===== config.mk =====
export PLATFORM = sky130hd
export DESIGN_NAME = usb_host_xact_flat
export DESIGN_NICKNAME = d
export VERILOG_FILES = /design/src/rtl/usb_host_xact_if.sv /design/src/rtl/usb_host_xact.sv /design/src/flat_wrapper.sv
export SDC_FILE = /design/constraint.sdc
export NUM_CORES = 1
export LEC_CHECK = 0
export CORE_MARGIN = 10
export CORE_UTILIZATION = 45
export CTS_CLUSTER_SIZE = 20
export DETAILED_ROUTE_END_ITERATION = 12
export DONT_BUFFER_PORTS = 1
export GPL_TIMING_DRIVEN = 0
export RECOVER_POWER = 25
export SYNTH_ARGS = -nofsm -noshare
export SYNTH_HDL_FRONTEND = slang
export SYNTH_SLANG_ARGS = --single-unit

===== constraint.sdc =====
create_clock -name clock -period 2.6 [get_ports clock]
set_input_delay 0.13 -clock clock [delete_from_list [all_inputs] [get_ports clock]]
set_output_delay 0.13 -clock clock [all_outputs]
set_load 0.02 [all_outputs]

===== src/rtl/usb_host_xact_if.sv =====
// Bundle of request, encoder and decoder signals around the host transaction initiator.
// The slave modport is the initiator's view; master is the sequencer/PHY side.
interface usb_host_xact_if;
  logic       xfer_start_i;
  logic [1:0] xfer_type_i;
  logic [6:0] xfer_addr_i;
  logic [3:0] xfer_endp_i;
  logic       xfer_dtog_i;
  logic       xfer_zlp_i;
  logic       xfer_busy_o;
  logic       xfer_done_o;
  logic [1:0] xfer_result_o;
  logic       tok_send_o;
  logic [1:0] tok_type_o;
  logic [6:0] tok_addr_o;
  logic [3:0] tok_endp_o;
  logic       tok_sent_i;
  logic       usb_send_o;
  logic [1:0] usb_type_o;
  logic       usb_busy_i;
  logic       usb_sent_i;
  logic       usb_tvalid_o;
  logic       usb_tlast_o;
  logic [7:0] usb_tdata_o;
  logic       usb_tready_i;
  logic       s_tvalid_i;
  logic       s_tlast_i;
  logic [7:0] s_tdata_i;
  logic       s_tready_o;
  logic       hsk_recv_i;
  logic [1:0] hsk_type_i;
  logic       usb_recv_i;
  logic [1:0] usb_type_i;
  logic       usb_tvalid_i;
  logic       usb_tlast_i;
  logic [7:0] usb_tdata_i;
  logic       usb_tready_o;
  logic       m_tvalid_o;
  logic       m_tlast_o;
  logic [7:0] m_tdata_o;
  logic       m_tready_i;
  logic       hsk_send_o;
  logic [1:0] hsk_type_o;
  logic       hsk_sent_i;

  modport slave (
    input  xfer_start_i, xfer_type_i, xfer_addr_i, xfer_endp_i, xfer_dtog_i, xfer_zlp_i,
    output xfer_busy_o, xfer_done_o, xfer_result_o,
    output tok_send_o, tok_type_o, tok_addr_o, tok_endp_o,
    input  tok_sent_i,
    output usb_send_o, usb_type_o,
    input  usb_busy_i, usb_sent_i,
    output usb_tvalid_o, usb_tlast_o, usb_tdata_o,
    input  usb_tready_i,
    input  s_tvalid_i, s_tlast_i, s_tdata_i,
    output s_tready_o,
    input  hsk_recv_i, hsk_type_i, usb_recv_i, usb_type_i,
    input  usb_tvalid_i, usb_tlast_i, usb_tdata_i,
    output usb_tready_o,
    output m_tvalid_o, m_tlast_o, m_tdata_o,
    input  m_tready_i,
    output hsk_send_o, hsk_type_o,
    input  hsk_sent_i
  );

  modport master (
    output xfer_start_i, xfer_type_i, xfer_addr_i, xfer_endp_i, xfer_dtog_i, xfer_zlp_i,
    input  xfer_busy_o, xfer_done_o, xfer_result_o,
    input  tok_send_o, tok_type_o, tok_addr_o, tok_endp_o,
    output tok_sent_i,
    input  usb_send_o, usb_type_o,
    output usb_busy_i, usb_sent_i,
    input  usb_tvalid_o, usb_tlast_o, usb_tdata_o,
    output usb_tready_i,
    output s_tvalid_i, s_tlast_i, s_tdata_i,
    input  s_tready_o,
    output hsk_recv_i, hsk_type_i, usb_recv_i, usb_type_i,
    output usb_tvalid_i, usb_tlast_i, usb_tdata_i,
    input  usb_tready_o,
    input  m_tvalid_o, m_tlast_o, m_tdata_o,
    output m_tready_i,
    input  hsk_send_o, hsk_type_o,
    output hsk_sent_i
  );
endinterface


===== src/rtl/usb_host_xact.sv =====
// Host-side USB transaction initiator: token, optional DATAx out or in, handshake,
// and a single result code per transaction.
module usb_host_xact #(
  parameter int TIMEOUT = 100,
  parameter int TBITS   = 8
) (
  input logic            clock,
  input logic            reset_n,
  usb_host_xact_if.slave bus
);

  localparam logic [TBITS-1:0] TLIM = TBITS'(TIMEOUT - 1);
  localparam logic [1:0] TYPE_SOF   = 2'b01;
  localparam logic [1:0] TYPE_IN    = 2'b10;
  localparam logic [1:0] TYPE_SETUP = 2'b11;
  localparam logic [1:0] RES_ACK    = 2'b00;
  localparam logic [1:0] RES_ERR    = 2'b01;
  localparam logic [1:0] HSK_NYET   = 2'b01;

  typedef enum logic [6:0] {
    S_IDLE      = 7'b0000001,
    S_TOKEN     = 7'b0000010,
    S_DATA_TX   = 7'b0000100,
    S_WAIT_HSK  = 7'b0001000,
    S_WAIT_DATA = 7'b0010000,
    S_SEND_ACK  = 7'b0100000,
    S_DONE      = 7'b1000000
  } state_t;

  state_t           state_q, state_d;
  logic [1:0]       type_q, type_d;
  logic [6:0]       addr_q, addr_d;
  logic [3:0]       endp_q, endp_d;
  logic             dtog_q, dtog_d;
  logic             zlp_q, zlp_d;
  logic             busy_q, busy_d;
  logic             done_q, done_d;
  logic [1:0]       result_q, result_d;
  logic [1:0]       pend_q, pend_d;
  logic             tok_send_q, tok_send_d;
  logic             usb_send_q, usb_send_d;
  logic             hsk_send_q, hsk_send_d;
  logic [TBITS-1:0] timer_q, timer_d;
  logic             go_done;
  logic [1:0]       done_res;
  logic             tx_pass;
  logic             rx_pass;

  always_comb begin
    state_d    = state_q;
    type_d     = type_q;
    addr_d     = addr_q;
    endp_d     = endp_q;
    dtog_d     = dtog_q;
    zlp_d      = zlp_q;
    busy_d     = busy_q;
    done_d     = 1'b0;
    result_d   = result_q;
    pend_d     = pend_q;
    tok_send_d = tok_send_q;
    usb_send_d = usb_send_q;
    hsk_send_d = hsk_send_q;
    timer_d    = timer_q;
    go_done    = 1'b0;
    done_res   = RES_ACK;

    case (state_q)
      S_IDLE: begin
        if (bus.xfer_start_i) begin
          type_d     = bus.xfer_type_i;
          addr_d     = bus.xfer_addr_i;
          endp_d     = bus.xfer_endp_i;
          dtog_d     = bus.xfer_dtog_i;
          zlp_d      = bus.xfer_zlp_i;
          busy_d     = 1'b1;
          tok_send_d = 1'b1;
          state_d    = S_TOKEN;
        end
      end
      S_TOKEN: begin
        if (bus.tok_sent_i) begin
          tok_send_d = 1'b0;
          timer_d    = '0;
          if (type_q == TYPE_SOF) begin
            go_done  = 1'b1;
            done_res = RES_ACK;
          end else if (type_q == TYPE_IN) begin
            state_d = S_WAIT_DATA;
          end else begin
            state_d    = S_DATA_TX;
            usb_send_d = 1'b1;
          end
        end
      end
      S_DATA_TX: begin
        if (bus.usb_busy_i) usb_send_d = 1'b0;
        if (bus.usb_sent_i) begin
          usb_send_d = 1'b0;
          timer_d    = '0;
          state_d    = S_WAIT_HSK;
        end
      end
      S_WAIT_HSK: begin
        if (timer_q != '1) timer_d = timer_q + 1'b1;
        // Receive events outrank the timeout on the expiry cycle.
        if (bus.hsk_recv_i) begin
          go_done  = 1'b1;
          done_res = (bus.hsk_type_i == HSK_NYET) ? RES_ACK : bus.hsk_type_i;
        end else if (bus.usb_recv_i || timer_q == TLIM) begin
          go_done  = 1'b1;
          done_res = RES_ERR;
        end
      end
      S_WAIT_DATA: begin
        if (timer_q != '1) timer_d = timer_q + 1'b1;
        if (bus.hsk_recv_i) begin
          go_done  = 1'b1;
          done_res = bus.hsk_type_i[1] ? bus.hsk_type_i : RES_ERR;
        end else if (bus.usb_recv_i && !bus.usb_type_i[0]) begin
          // A toggle mismatch is still acknowledged so the device advances.
          state_d    = S_SEND_ACK;
          hsk_send_d = 1'b1;
          pend_d     = (bus.usb_type_i[1] == dtog_q) ? RES_ACK : RES_ERR;
        end else if (bus.usb_recv_i || timer_q == TLIM) begin
          go_done  = 1'b1;
          done_res = RES_ERR;
        end
      end
      S_SEND_ACK: begin
        if (bus.hsk_sent_i) begin
          hsk_send_d = 1'b0;
          go_done    = 1'b1;
          done_res   = pend_q;
        end
      end
      S_DONE: state_d = S_IDLE;
      default: state_d = S_IDLE;
    endcase

    if (go_done) begin
      state_d  = S_DONE;
      busy_d   = 1'b0;
      done_d   = 1'b1;
      result_d = done_res;
    end
  end

  always_ff @(posedge clock or negedge reset_n) begin
    if (!reset_n) begin
      state_q    <= S_IDLE;
      type_q     <= '0;
      addr_q     <= '0;
      endp_q     <= '0;
      dtog_q     <= 1'b0;
      zlp_q      <= 1'b0;
      busy_q     <= 1'b0;
      done_q     <= 1'b0;
      result_q   <= '0;
      pend_q     <= '0;
      tok_send_q <= 1'b0;
      usb_send_q <= 1'b0;
      hsk_send_q <= 1'b0;
      timer_q    <= '0;
    end else begin
      state_q    <= state_d;
      type_q     <= type_d;
      addr_q     <= addr_d;
      endp_q     <= endp_d;
      dtog_q     <= dtog_d;
      zlp_q      <= zlp_d;
      busy_q     <= busy_d;
      done_q     <= done_d;
      result_q   <= result_d;
      pend_q     <= pend_d;
      tok_send_q <= tok_send_d;
      usb_send_q <= usb_send_d;
      hsk_send_q <= hsk_send_d;
      timer_q    <= timer_d;
    end
  end

  assign tx_pass = (state_q == S_DATA_TX) && !zlp_q;
  assign rx_pass = (state_q == S_WAIT_DATA);

  assign bus.xfer_busy_o   = busy_q;
  assign bus.xfer_done_o   = done_q;
  assign bus.xfer_result_o = result_q;
  assign bus.tok_send_o    = tok_send_q;
  assign bus.tok_type_o    = type_q;
  assign bus.tok_addr_o    = addr_q;
  assign bus.tok_endp_o    = endp_q;
  assign bus.usb_send_o    = usb_send_q;
  assign bus.usb_type_o    = (type_q == TYPE_SETUP) ? 2'b00 : {dtog_q, 1'b0};
  assign bus.usb_tvalid_o  = tx_pass && bus.s_tvalid_i;
  assign bus.usb_tlast_o   = tx_pass && bus.s_tlast_i;
  assign bus.usb_tdata_o   = bus.s_tdata_i;
  assign bus.s_tready_o    = tx_pass && bus.usb_tready_i;
  assign bus.m_tvalid_o    = rx_pass && bus.usb_tvalid_i;
  assign bus.m_tlast_o     = rx_pass && bus.usb_tlast_i;
  assign bus.m_tdata_o     = bus.usb_tdata_i;
  assign bus.usb_tready_o  = rx_pass ? bus.m_tready_i : 1'b1;
  assign bus.hsk_send_o    = hsk_send_q;
  assign bus.hsk_type_o    = 2'b00;

endmodule

===== src/flat_wrapper.sv =====
// flat-port wrapper written by rule: the top's interface ports become plain ports
module usb_host_xact_flat 
#(
  parameter int TIMEOUT = 100,
  parameter int TBITS   = 8
)
  (clock, reset_n, bus_xfer_start_i, bus_xfer_type_i, bus_xfer_addr_i, bus_xfer_endp_i, bus_xfer_dtog_i, bus_xfer_zlp_i, bus_xfer_busy_o, bus_xfer_done_o, bus_xfer_result_o, bus_tok_send_o, bus_tok_type_o, bus_tok_addr_o, bus_tok_endp_o, bus_tok_sent_i, bus_usb_send_o, bus_usb_type_o, bus_usb_busy_i, bus_usb_sent_i, bus_usb_tvalid_o, bus_usb_tlast_o, bus_usb_tdata_o, bus_usb_tready_i, bus_s_tvalid_i, bus_s_tlast_i, bus_s_tdata_i, bus_s_tready_o, bus_hsk_recv_i, bus_hsk_type_i, bus_usb_recv_i, bus_usb_type_i, bus_usb_tvalid_i, bus_usb_tlast_i, bus_usb_tdata_i, bus_usb_tready_o, bus_m_tvalid_o, bus_m_tlast_o, bus_m_tdata_o, bus_m_tready_i, bus_hsk_send_o, bus_hsk_type_o, bus_hsk_sent_i);
  usb_host_xact_if bus_i ();
  input logic clock;
  input logic reset_n;
  input wire logic [$bits(bus_i.xfer_start_i)-1:0] bus_xfer_start_i;
  input wire logic [$bits(bus_i.xfer_type_i)-1:0] bus_xfer_type_i;
  input wire logic [$bits(bus_i.xfer_addr_i)-1:0] bus_xfer_addr_i;
  input wire logic [$bits(bus_i.xfer_endp_i)-1:0] bus_xfer_endp_i;
  input wire logic [$bits(bus_i.xfer_dtog_i)-1:0] bus_xfer_dtog_i;
  input wire logic [$bits(bus_i.xfer_zlp_i)-1:0] bus_xfer_zlp_i;
  output wire logic [$bits(bus_i.xfer_busy_o)-1:0] bus_xfer_busy_o;
  output wire logic [$bits(bus_i.xfer_done_o)-1:0] bus_xfer_done_o;
  output wire logic [$bits(bus_i.xfer_result_o)-1:0] bus_xfer_result_o;
  output wire logic [$bits(bus_i.tok_send_o)-1:0] bus_tok_send_o;
  output wire logic [$bits(bus_i.tok_type_o)-1:0] bus_tok_type_o;
  output wire logic [$bits(bus_i.tok_addr_o)-1:0] bus_tok_addr_o;
  output wire logic [$bits(bus_i.tok_endp_o)-1:0] bus_tok_endp_o;
  input wire logic [$bits(bus_i.tok_sent_i)-1:0] bus_tok_sent_i;
  output wire logic [$bits(bus_i.usb_send_o)-1:0] bus_usb_send_o;
  output wire logic [$bits(bus_i.usb_type_o)-1:0] bus_usb_type_o;
  input wire logic [$bits(bus_i.usb_busy_i)-1:0] bus_usb_busy_i;
  input wire logic [$bits(bus_i.usb_sent_i)-1:0] bus_usb_sent_i;
  output wire logic [$bits(bus_i.usb_tvalid_o)-1:0] bus_usb_tvalid_o;
  output wire logic [$bits(bus_i.usb_tlast_o)-1:0] bus_usb_tlast_o;
  output wire logic [$bits(bus_i.usb_tdata_o)-1:0] bus_usb_tdata_o;
  input wire logic [$bits(bus_i.usb_tready_i)-1:0] bus_usb_tready_i;
  input wire logic [$bits(bus_i.s_tvalid_i)-1:0] bus_s_tvalid_i;
  input wire logic [$bits(bus_i.s_tlast_i)-1:0] bus_s_tlast_i;
  input wire logic [$bits(bus_i.s_tdata_i)-1:0] bus_s_tdata_i;
  output wire logic [$bits(bus_i.s_tready_o)-1:0] bus_s_tready_o;
  input wire logic [$bits(bus_i.hsk_recv_i)-1:0] bus_hsk_recv_i;
  input wire logic [$bits(bus_i.hsk_type_i)-1:0] bus_hsk_type_i;
  input wire logic [$bits(bus_i.usb_recv_i)-1:0] bus_usb_recv_i;
  input wire logic [$bits(bus_i.usb_type_i)-1:0] bus_usb_type_i;
  input wire logic [$bits(bus_i.usb_tvalid_i)-1:0] bus_usb_tvalid_i;
  input wire logic [$bits(bus_i.usb_tlast_i)-1:0] bus_usb_tlast_i;
  input wire logic [$bits(bus_i.usb_tdata_i)-1:0] bus_usb_tdata_i;
  output wire logic [$bits(bus_i.usb_tready_o)-1:0] bus_usb_tready_o;
  output wire logic [$bits(bus_i.m_tvalid_o)-1:0] bus_m_tvalid_o;
  output wire logic [$bits(bus_i.m_tlast_o)-1:0] bus_m_tlast_o;
  output wire logic [$bits(bus_i.m_tdata_o)-1:0] bus_m_tdata_o;
  input wire logic [$bits(bus_i.m_tready_i)-1:0] bus_m_tready_i;
  output wire logic [$bits(bus_i.hsk_send_o)-1:0] bus_hsk_send_o;
  output wire logic [$bits(bus_i.hsk_type_o)-1:0] bus_hsk_type_o;
  input wire logic [$bits(bus_i.hsk_sent_i)-1:0] bus_hsk_sent_i;
  assign bus_i.xfer_start_i = bus_xfer_start_i;
  assign bus_i.xfer_type_i = bus_xfer_type_i;
  assign bus_i.xfer_addr_i = bus_xfer_addr_i;
  assign bus_i.xfer_endp_i = bus_xfer_endp_i;
  assign bus_i.xfer_dtog_i = bus_xfer_dtog_i;
  assign bus_i.xfer_zlp_i = bus_xfer_zlp_i;
  assign bus_xfer_busy_o = bus_i.xfer_busy_o;
  assign bus_xfer_done_o = bus_i.xfer_done_o;
  assign bus_xfer_result_o = bus_i.xfer_result_o;
  assign bus_tok_send_o = bus_i.tok_send_o;
  assign bus_tok_type_o = bus_i.tok_type_o;
  assign bus_tok_addr_o = bus_i.tok_addr_o;
  assign bus_tok_endp_o = bus_i.tok_endp_o;
  assign bus_i.tok_sent_i = bus_tok_sent_i;
  assign bus_usb_send_o = bus_i.usb_send_o;
  assign bus_usb_type_o = bus_i.usb_type_o;
  assign bus_i.usb_busy_i = bus_usb_busy_i;
  assign bus_i.usb_sent_i = bus_usb_sent_i;
  assign bus_usb_tvalid_o = bus_i.usb_tvalid_o;
  assign bus_usb_tlast_o = bus_i.usb_tlast_o;
  assign bus_usb_tdata_o = bus_i.usb_tdata_o;
  assign bus_i.usb_tready_i = bus_usb_tready_i;
  assign bus_i.s_tvalid_i = bus_s_tvalid_i;
  assign bus_i.s_tlast_i = bus_s_tlast_i;
  assign bus_i.s_tdata_i = bus_s_tdata_i;
  assign bus_s_tready_o = bus_i.s_tready_o;
  assign bus_i.hsk_recv_i = bus_hsk_recv_i;
  assign bus_i.hsk_type_i = bus_hsk_type_i;
  assign bus_i.usb_recv_i = bus_usb_recv_i;
  assign bus_i.usb_type_i = bus_usb_type_i;
  assign bus_i.usb_tvalid_i = bus_usb_tvalid_i;
  assign bus_i.usb_tlast_i = bus_usb_tlast_i;
  assign bus_i.usb_tdata_i = bus_usb_tdata_i;
  assign bus_usb_tready_o = bus_i.usb_tready_o;
  assign bus_m_tvalid_o = bus_i.m_tvalid_o;
  assign bus_m_tlast_o = bus_i.m_tlast_o;
  assign bus_m_tdata_o = bus_i.m_tdata_o;
  assign bus_i.m_tready_i = bus_m_tready_i;
  assign bus_hsk_send_o = bus_i.hsk_send_o;
  assign bus_hsk_type_o = bus_i.hsk_type_o;
  assign bus_i.hsk_sent_i = bus_hsk_sent_i;
  usb_host_xact #(.TIMEOUT(TIMEOUT), .TBITS(TBITS)) u_core (.clock(clock), .reset_n(reset_n), .bus(bus_i));
endmodule

# Yosys cells after proc, flatten, opt, wreduce, memory -nomap -nowiden
# Index checks and enable logic that the tools add are counted.
dict set report totals {
  ff_bits 39
  in_bits 50
  out_inout_bits 46
  wordCells 120
}
dict set report op_classes {
  addsub 1
  n_eq_ne 30
  n_mux 48
  bitwise_logic 1
  reduce_logical 26
}
# operator count
set op_table {}
lappend op_table {{$mux W7} 7}
lappend op_table {{$pmux W7 S5} 1}
lappend op_table {{$mux W1} 24}
lappend op_table {{$mux W8} 3}
lappend op_table {{$pmux W8 S3} 1}
lappend op_table {{$ne A3 B2 Y1 const B} 6}
lappend op_table {{$ne A2 B2 Y1 const B} 8}
lappend op_table {{$mux W2} 6}
lappend op_table {{$reduce_bool A2 Y1} 5}
lappend op_table {{$add A8 B1 Y8 const B} 1}
lappend op_table {{$eq A8 B7 Y1 const B} 1}
lappend op_table {{$ne A8 B8 Y1 const B} 1}
lappend op_table {{$reduce_and A4 Y1} 2}
lappend op_table {{$eq A7 B1 Y1 const B} 1}
lappend op_table {{$eq A7 B2 Y1 const B} 1}
lappend op_table {{$eq A7 B3 Y1 const B} 1}
lappend op_table {{$eq A7 B4 Y1 const B} 1}
lappend op_table {{$eq A7 B5 Y1 const B} 1}
lappend op_table {{$eq A7 B6 Y1 const B} 1}
lappend op_table {{$logic_and A1 B1 Y1} 7}
lappend op_table {{$reduce_and A7 Y1} 1}
lappend op_table {{$pmux W1 S2} 3}
lappend op_table {{$pmux W2 S3} 1}
lappend op_table {{$reduce_and A3 Y1} 2}
lappend op_table {{other kinds (14)} 20}

# Logic depth before layout (Yosys ltp)
# Gate-level depths: netlist of run 1.
dict set report depth {
  ltp_word 8
  depth_mapped 7
}

# Least setup slack after synthesis of run 1
# No wires, ideal clock.
dict set report synth_path {
  path_type {flip-flop to flip-flop}
  startpoint {register u_core.state_q[2]}
  endpoint {register u_core.state_q[4]}
  setup_time_ns 0.128
  arrival_time_ns 2.020
  required_ns 2.472
  slack_ns 0.453
  path_stages_with_launch 7
  path_buffers 1
  period_less_slack_ns 2.147
  path_cell_list {dfrtp_1 buf_6 or4_4 nor3_2 o311ai_1 a41oi_1 mux2_1}
}
dict set report synth_via {
  elab_chain_len 4
  elab_cells_between_ends 18
  cone_classes {eq/ne (13); mux (3); reduce/logical (2)}
}
# element line
set synth_rtl {}
lappend synth_rtl {{start: declaration} usb_host_xact.sv:30} ;# state_t state_q, state_d;
lappend synth_rtl {{start signal: assignment} usb_host_xact.sv:165} ;# state_q <= state_d;
lappend synth_rtl {{$eq A7 B6 Y1, or another cell as far along} usb_host_xact.sv:67} ;# case (state_q)
lappend synth_rtl {{$pmux W1 S4 / $reduce_or A2 Y1 (equally long branches)} -}
lappend synth_rtl {{$ne A3 B2 Y1 (no source line), or another cell as far along} -}
lappend synth_rtl {{$reduce_and A7 Y1 (no source line) / $mux W7 (equally long branches)} -}
# Several ways; a longest one is shown, not always the timed one.
# A chain may end at the register's enable or synchronous reset.

# Worst setup path in the final report of run 1
# Ends and elaborated chain as after synthesis.

==> summary.md, run 1 <==
| Metric | Value |
|---|---|
| RSZ-0062 raised after global routing | false |
| Drt drc | 0 |
| Slew @ Worst Pin | between 2 and 2.5 ns |
| Vias in the first global route | 1695 |
| Final Slew Violations | 39 |
| Dpl hpwl | 4.40 mm |
| Most common cell after layout, fill and taps aside | dfrtp_1 |
| CTS tree | built |
| Crit Reg-Reg Startpoint | u_core.state_q[2] |
| Worst Skew | 0.00640 ns |
| Worst r2r path cells | 6 |
| CTS clk-pin slew, worst paths | 0.08 ns |
| Fmax | about 410 MHz |
| Area Growth Syn to Fin | 15.2% |
| Fin Hold WS | 0.0519 ns |
| Critical hold path startpoint | bus_hsk_sent_i |
| FF-to-FF End | u_core.state_q[4] |
| Worst-path cell chain | buf_6, or4_4, nor3_2, o311ai_1, a41oi_1, mux2_1 |
| ANT nets after route | 0 |
| Root buf cell | clkbuf_8 |
| Sink Count | 38 |
| Combinational share of power | 37.6% |
| Synth async-reset ratio | 100% |
| Die Width | between 80 and 90 um |
| Initial Utilization | roughly 46% |
| Clock latency on the worst-skew pair | 0.29 ns |
| Mapped Cells | around 210 |
| H-tree Lvls | 2 |
| Pre-antenna DRT Iters | 4 |
| DRT Wirelength | 5.69 mm |
| Flops & latches, synth | 38 |
| Largest net degree at the start of global routing | 39 |
| Number of enable flip-flop cells after synthesis | 0 |
| Iteration-0 DRC Markers | 83 |
| Crit path max-delay cell type | or4_4 |
| Total chip power | 2530 uW |
| First-pass GRT wire length | slightly below 9 mm |
| Fin crit period | 2.46 ns |
| Critical Path Start Type | register |
| Core Footprint | 0.00469 mm^2 |
| Outcome | finished with violations |
| Die ar. | between 0.008 and 0.009 mm^2 |
| Placed Instances | 265 |
| Setup TNS Final | 0 ns |
| Most frequent cells in the layout | dfrtp_1 (37), dlygate4sd3_1 (21), clkbuf_1 (19) |
| Sequential fraction of design power | 45.7% |
| Placer Congestion | 0.849 |
| Final #Nets | between 200 and 300 |
| Via count | 1648 |
| WP data arrival | 2.64 ns |
| Avg Inst Size Synth | 10.4 um^2 |
| Hold Path End | u_core.state_q[6] |
| Clock share of power | 16.7% |
| Int Pwr | 1440 uW |
| Setup bufs post-CTS | 0 |
| R2R setup slack | 0.14 ns |
| Post-Layout Cell Count | 295 |
| Vias per std cell | 5.59 |
| Main synth FF type | dfrtp_1 |
| Critical Path Max Stage Delay | between 0.5 and 0.6 ns |
| Setup crit end kind | register |
| CP required | 2.77 ns |
| Max-Slew Margin vs Limit | -33.7% |
| Sequential area share after synthesis | a little over two fifths |
| Final Hold Viols | 0 |
| Worst VDD drop | 0.000646 V |
| Max Root-Sink Buffers | 2 |
| Hold path depth | 2 |
| Final setup violation count | 0 |
| Ys Warns | 0 |
| Avg WL per Cell | just under 20 um |
| Post-Syn Area | ~0.0022 mm^2 |
| Diode count | 0 |
| Initial antenna violation count | 0 |
| Max-Cap Viols | 1 |
| Leakage power figure | 0.00107 uW |
| PwrDens | 1010 mW/mm^2 |
| Period utilisation layout | between 90% and 100% |
| Kind of critical path | register to register |
| IO Port Bufs | 0 |
| Synth unique cells | 53 |
| GRT overflow | 0 |
| Failing checks | capacitance limit, slew limit |
| Hold WC Path Type | input port to register |
| CP Max Fanout | 8 |
| Worst path bufs/invs | 1 |
| Die Y | 89.5 um |
| IO Pins | 96 |
| CTS buffer count | 5 |
| Switch share | 43.0% |
| Top cell family by delay on the critical path | simple AND/OR/NAND/NOR gates |
| Rows | 25 |
| Psw | 1090 uW |
| Total GRT Usage | between 10 and 15% |
| Share of cells above drive strength 1 | 16.2% |
[sequential cells by signal, summed over array words and instances, names as in the netlist]
name,cells
u_core.timer_q,8
u_core.bus.tok_addr_o,7
u_core.state_q,7
u_core.bus.tok_endp_o,4
u_core.bus.tok_type_o,2
u_core.bus.xfer_result_o,2
u_core.bus.hsk_send_o,1
u_core.bus.tok_send_o,1
u_core.bus.usb_send_o,1
u_core.bus.xfer_busy_o,1
u_core.bus.xfer_done_o,1
u_core.dtog_q,1
u_core.pend_q,1
u_core.zlp_q,1
[per-layer routing]
metal / part of all wire, % / GRT usage, %
met5: 0 / 0
met4: 0.97 / 4.34
met3: 8.8 / 6.29
met2: 54 / 25.3
met1: 37 / 14.4
[cell usage after synthesis, drive strengths merged, types with 2 or more instances]
cell type / number / area (um^2)
or3: 2 / 12.5
mux2i: 2 / 20.0
o211ai: 4 / 43.8
inv: 8 / 30.0
nor3b: 3 / 22.5
or4: 2 / 22.5
xor2: 4 / 35.0
nor3: 5 / 40.0
clkbuf: 2 / 8.75
o21ai: 11 / 58.8
buf: 25 / 185
nand3: 10 / 55.1
nor2: 9 / 33.8
and3: 5 / 31.3
o2111ai: 2 / 17.5
nor2b: 2 / 12.5
nor4: 4 / 25.0
o32ai: 2 / 17.5
xnor2: 3 / 26.3
o22ai: 4 / 25.0
and2: 6 / 37.5
nand2b: 3 / 18.8
dfrtp: 37 / 926
nand2: 10 / 37.5
a21oi: 7 / 35.0
mux2: 17 / 191
a21boi: 3 / 22.5
[area by class of cell]
type                    count  area [um^2]
plain buffers              27          134
clock buffers               7         86.3
clock inverters             1         5.00
fillers                   434         2190
inverters                   8         30.0
multi-input cells         138         1020
flip-flops and latches     38          952
well taps                  54         67.6
repair buffers             22          214
[power groups by stage]
stage	clock network (uW)	registers, uW	logic, uW
final	424	1160	950
after global routing	466	1190	1050
after floorplan	0	1110	772
after CTS	436	1160	964
after detailed placement	0	1170	918
after global placement	0	1160	890
[metrics by stage]
stage | cell area (um^2) | utilization, % | worst slack, ns
4_1_cts | 2570 | 54.8 | 0.102
6_report | 2510 | 53.4 | 0.135
3_5_place_dp | 2250 | 47.9 | 0.126
5_1_grt | 2510 | 53.4 | 0.0144
3_3_place_gp | 2250 | 47.9 | 0.188
2_1_floorplan | 2180 | - | 0.453
[timing repair]
action / CTS / global route
resized for setup: 0 / 2
endpoints found under the setup margin: 0 / 4
hold buffers: 22 / 0
endpoints found under the hold margin: 58 / 0
[how the worst max path moves through the flow]
| stage | endpoint | from | cells past startpoint |
|---|---|---|---|
| finish | u_core.state_q[4] | u_core.state_q[2] | 6 |
| global route | u_core.state_q[4] | u_core.state_q[2] | 6 |
| CTS | u_core.state_q[3] | u_core.state_q[1] | 6 |
| detailed placement | u_core.state_q[4] | u_core.state_q[2] | 6 |
| global placement | u_core.state_q[4] | u_core.state_q[2] | 6 |
| floorplan | u_core.state_q[4] | u_core.state_q[2] | 6 |
[kinds of logic after synthesis]
family                   Yosys count  share of synthesized area (%)
AO/OA/AOI/OAI                     40                           13.9
XOR/XNOR                           7                           2.82
adder cells (fa/ha/maj)            1                          0.575
buffers and inverters             35                           10.3
flip-flops                        38                           43.8
multiplexers                      19                           9.72
other                              1                          0.172
AND/OR/NAND/NOR                   68                           18.8
[worst reg2reg max path: cells and delay by family, from the launching register on]
kind                   cells  cell delay (ns)
multiplexers               1             0.35
AO/OA/AOI/OAI              2             0.56
AND/OR/NAND/NOR            2             0.92
buffers and inverters      1             0.14
flip-flops                 1             0.39
Power figures use the tool's default switching activity.
==> run 2: changes to the inputs <==
--- a/constraint.sdc
+++ b/constraint.sdc
@@ -3,2 +3,2 @@
 set_output_delay 0.13 -clock clock [all_outputs]
-set_load 0.02 [all_outputs]
+set_load 0.005 [all_outputs]
==> summary.md, run 2 (synthesis gave the netlist of run 1 again) <==
| Metric | Value |
|---|---|
| Outcome | finished with violations |
| Failing checks | capacitance limit, slew limit |
| Diode count | 0 |
| Rows | 25 |
| Max-Slew Margin vs Limit | -33.8% |
| Crit. Startpoint | u_core.state_q[2] |
| ANT nets after route | 0 |
| Critical hold path startpoint | bus_hsk_sent_i |
| Kind of critical path | register to register |
| Vias per std cell | 5.53 |
| Final setup violation count | 0 |
| Worst Skew | 0.00574 ns |
| Placer Congestion | 0.849 |
| Die Width | 89.5 um |
| Die Y | 89.5 um |
| IO Port Bufs | 0 |
| Avg WL per Cell | approximately 19 um |
| WP data arrival | 2.64 ns |
| CTS clk-pin slew, worst paths | ~0.08 ns |
| Area Growth Syn to Fin | 16.5% |
| Most frequent cells in the layout | dfrtp_1 (37), dlygate4sd3_1 (21), clkbuf_1 (12) |
| # fillers | 428 |
| Leakage power figure | 0.00110 uW |
| Critical Path Start Type | register |
| Initial Utilization | 46.3% |
| Initial antenna violation count | 0 |
| Max FFs per register | 8 |
| DRT Wirelength | around 5.7 mm |
| Max Root-Sink Buffers | 2 |
| PwrDens | slightly above 900 mW/mm^2 |
| Drt drc | 0 |
| Worst r2r path cells | 6 |
| Root buf cell | clkbuf_8 |
| H-tree Lvls | 2 |
| Final Slew Violations | 39 |
| Final #Nets | 291 |
| Share of cells above drive strength 1 | about a fifth |
| Clock latency on the worst-skew pair | 0.29 ns |
| Most common cell after layout, fill and taps aside | dfrtp_1 |
| GRT overflow | 0 |
| Iteration-0 DRC Markers | 69 |
| Setup TNS Final | 0 ns |
| Total GRT Usage | 14.2% |
| Hold path depth | 2 |
| Largest net degree at the start of global routing | 39 |
| Pre-antenna DRT Iters | 4 |
| Crit Reg-Reg Startpoint | u_core.state_q[2] |
| CTS tree | built |
| Dpl hpwl | 4.40 mm |
| Fin Hold WS | 0.0510 ns |
| CP required | about 2.8 ns |
| Vias in the first global route | 1695 |
| RSZ-0062 raised after global routing | false |
| Setup bufs post-CTS | 0 |
| Setup crit end kind | register |
| Die ar. | 0.00801 mm^2 |
| FF/Latch Area | 952 um^2 |
| Final Hold Viols | 0 |
| Largest Register | u_core.timer_q |
| Worst VDD drop | 0.000615 V |
| Via count | about 1600 |
| Sink Count | 38 |
| R2R setup slack | 0.14 ns |
| First-pass GRT wire length | 8.71 mm |
| Hold WC Path Type | input port to register |
| CTS buffer count | 5 |
| Fin crit period | 2.46 ns |
| Max-Cap Viols | 1 |
| CP Max Fanout | 8 |
| FF-to-FF End | u_core.state_q[4] |
| IO Pins | 96 |
| Fmax | approximately 410 MHz |
| Multi-input combinational cell area | 0.00102 mm^2 |
| Slew @ Worst Pin | 2.01 ns |
| Core Footprint | 0.00469 mm^2 |
| Hold Path End | u_core.state_q[6] |
| Period utilisation layout | 94.8% |
## run 2: per-layer routing
layer | track usage, % | share of wire (%) | up-vias
li1 | - | - | 792
met1 | 14.4 | 38 | 788
met2 | 25.3 | 53 | 45
met3 | 6.29 | 7.9 | 6
met4 | 4.34 | 0.97 | 0
met5 | 0 | 0 | -
## run 2: critical path, cell delays in order (launching register included)
cell,delay (ns)
dfrtp_1,0.39
buf_6,0.14
or4_4,0.55
nor3_2,0.36
o311ai_1,0.28
a41oi_1,0.28
mux2_1,0.35
## run 2: cell type report
| type | count | share of cell area (%) |
|---|---|---|
| multi-input combinational | 138 | 40.2 |
| sequential | 38 | 37.6 |
| timing repair buffer | 22 | 8.45 |
| buffer | 27 | 6.32 |
| clock buffer | 7 | 3.41 |
| tap | 54 | 2.67 |
| inverter | 8 | 1.19 |
| clock inverter | 1 | 0.198 |
## run 2: worst max-delay path by stage
stage                                    to  cells after the start
after floorplan           u_core.state_q[4]                      6
after global placement    u_core.state_q[4]                      6
after detailed placement  u_core.state_q[4]                      6
after CTS                 u_core.state_q[3]                      6
after global routing      u_core.state_q[4]                      6
final                     u_core.state_q[4]                      6
## run 2: repair_timing
| item | CTS | global route |
|---|---|---|
| setup endpoints to repair | 0 | 4 |
| hold buffers | 22 | 0 |
| hold endpoints to repair | 58 | 0 |
| resized for setup | 0 | 2 |
## run 2: where the power goes
| group | switching [uW] | total [uW] | internal, uW | leakage [uW] |
|---|---|---|---|---|
| combinational | 492 | 920 | 428 | 0.000573 |
| sequential | 177 | 986 | 809 | 0.000475 |
| clock | 210 | 424 | 214 | 0.0000482 |
| total | 880 | 2330 | 1450 | 0.00110 |
## run 2: per-stage QoR
step | setup slack (ns) | instances | power [uW] | area [um^2] | utilization (%)
after floorplan | 0.453 | 211 | 1680 | 2180 | -
after global placement | 0.188 | 265 | 1850 | 2250 | 47.9
after detailed placement | 0.126 | 265 | 1890 | 2250 | 47.9
after CTS | 0.102 | 295 | 2360 | 2570 | 54.8
after global routing | 0.0144 | 295 | 2510 | 2530 | 54.0
final | 0.136 | 295 | 2330 | 2530 | 54.0
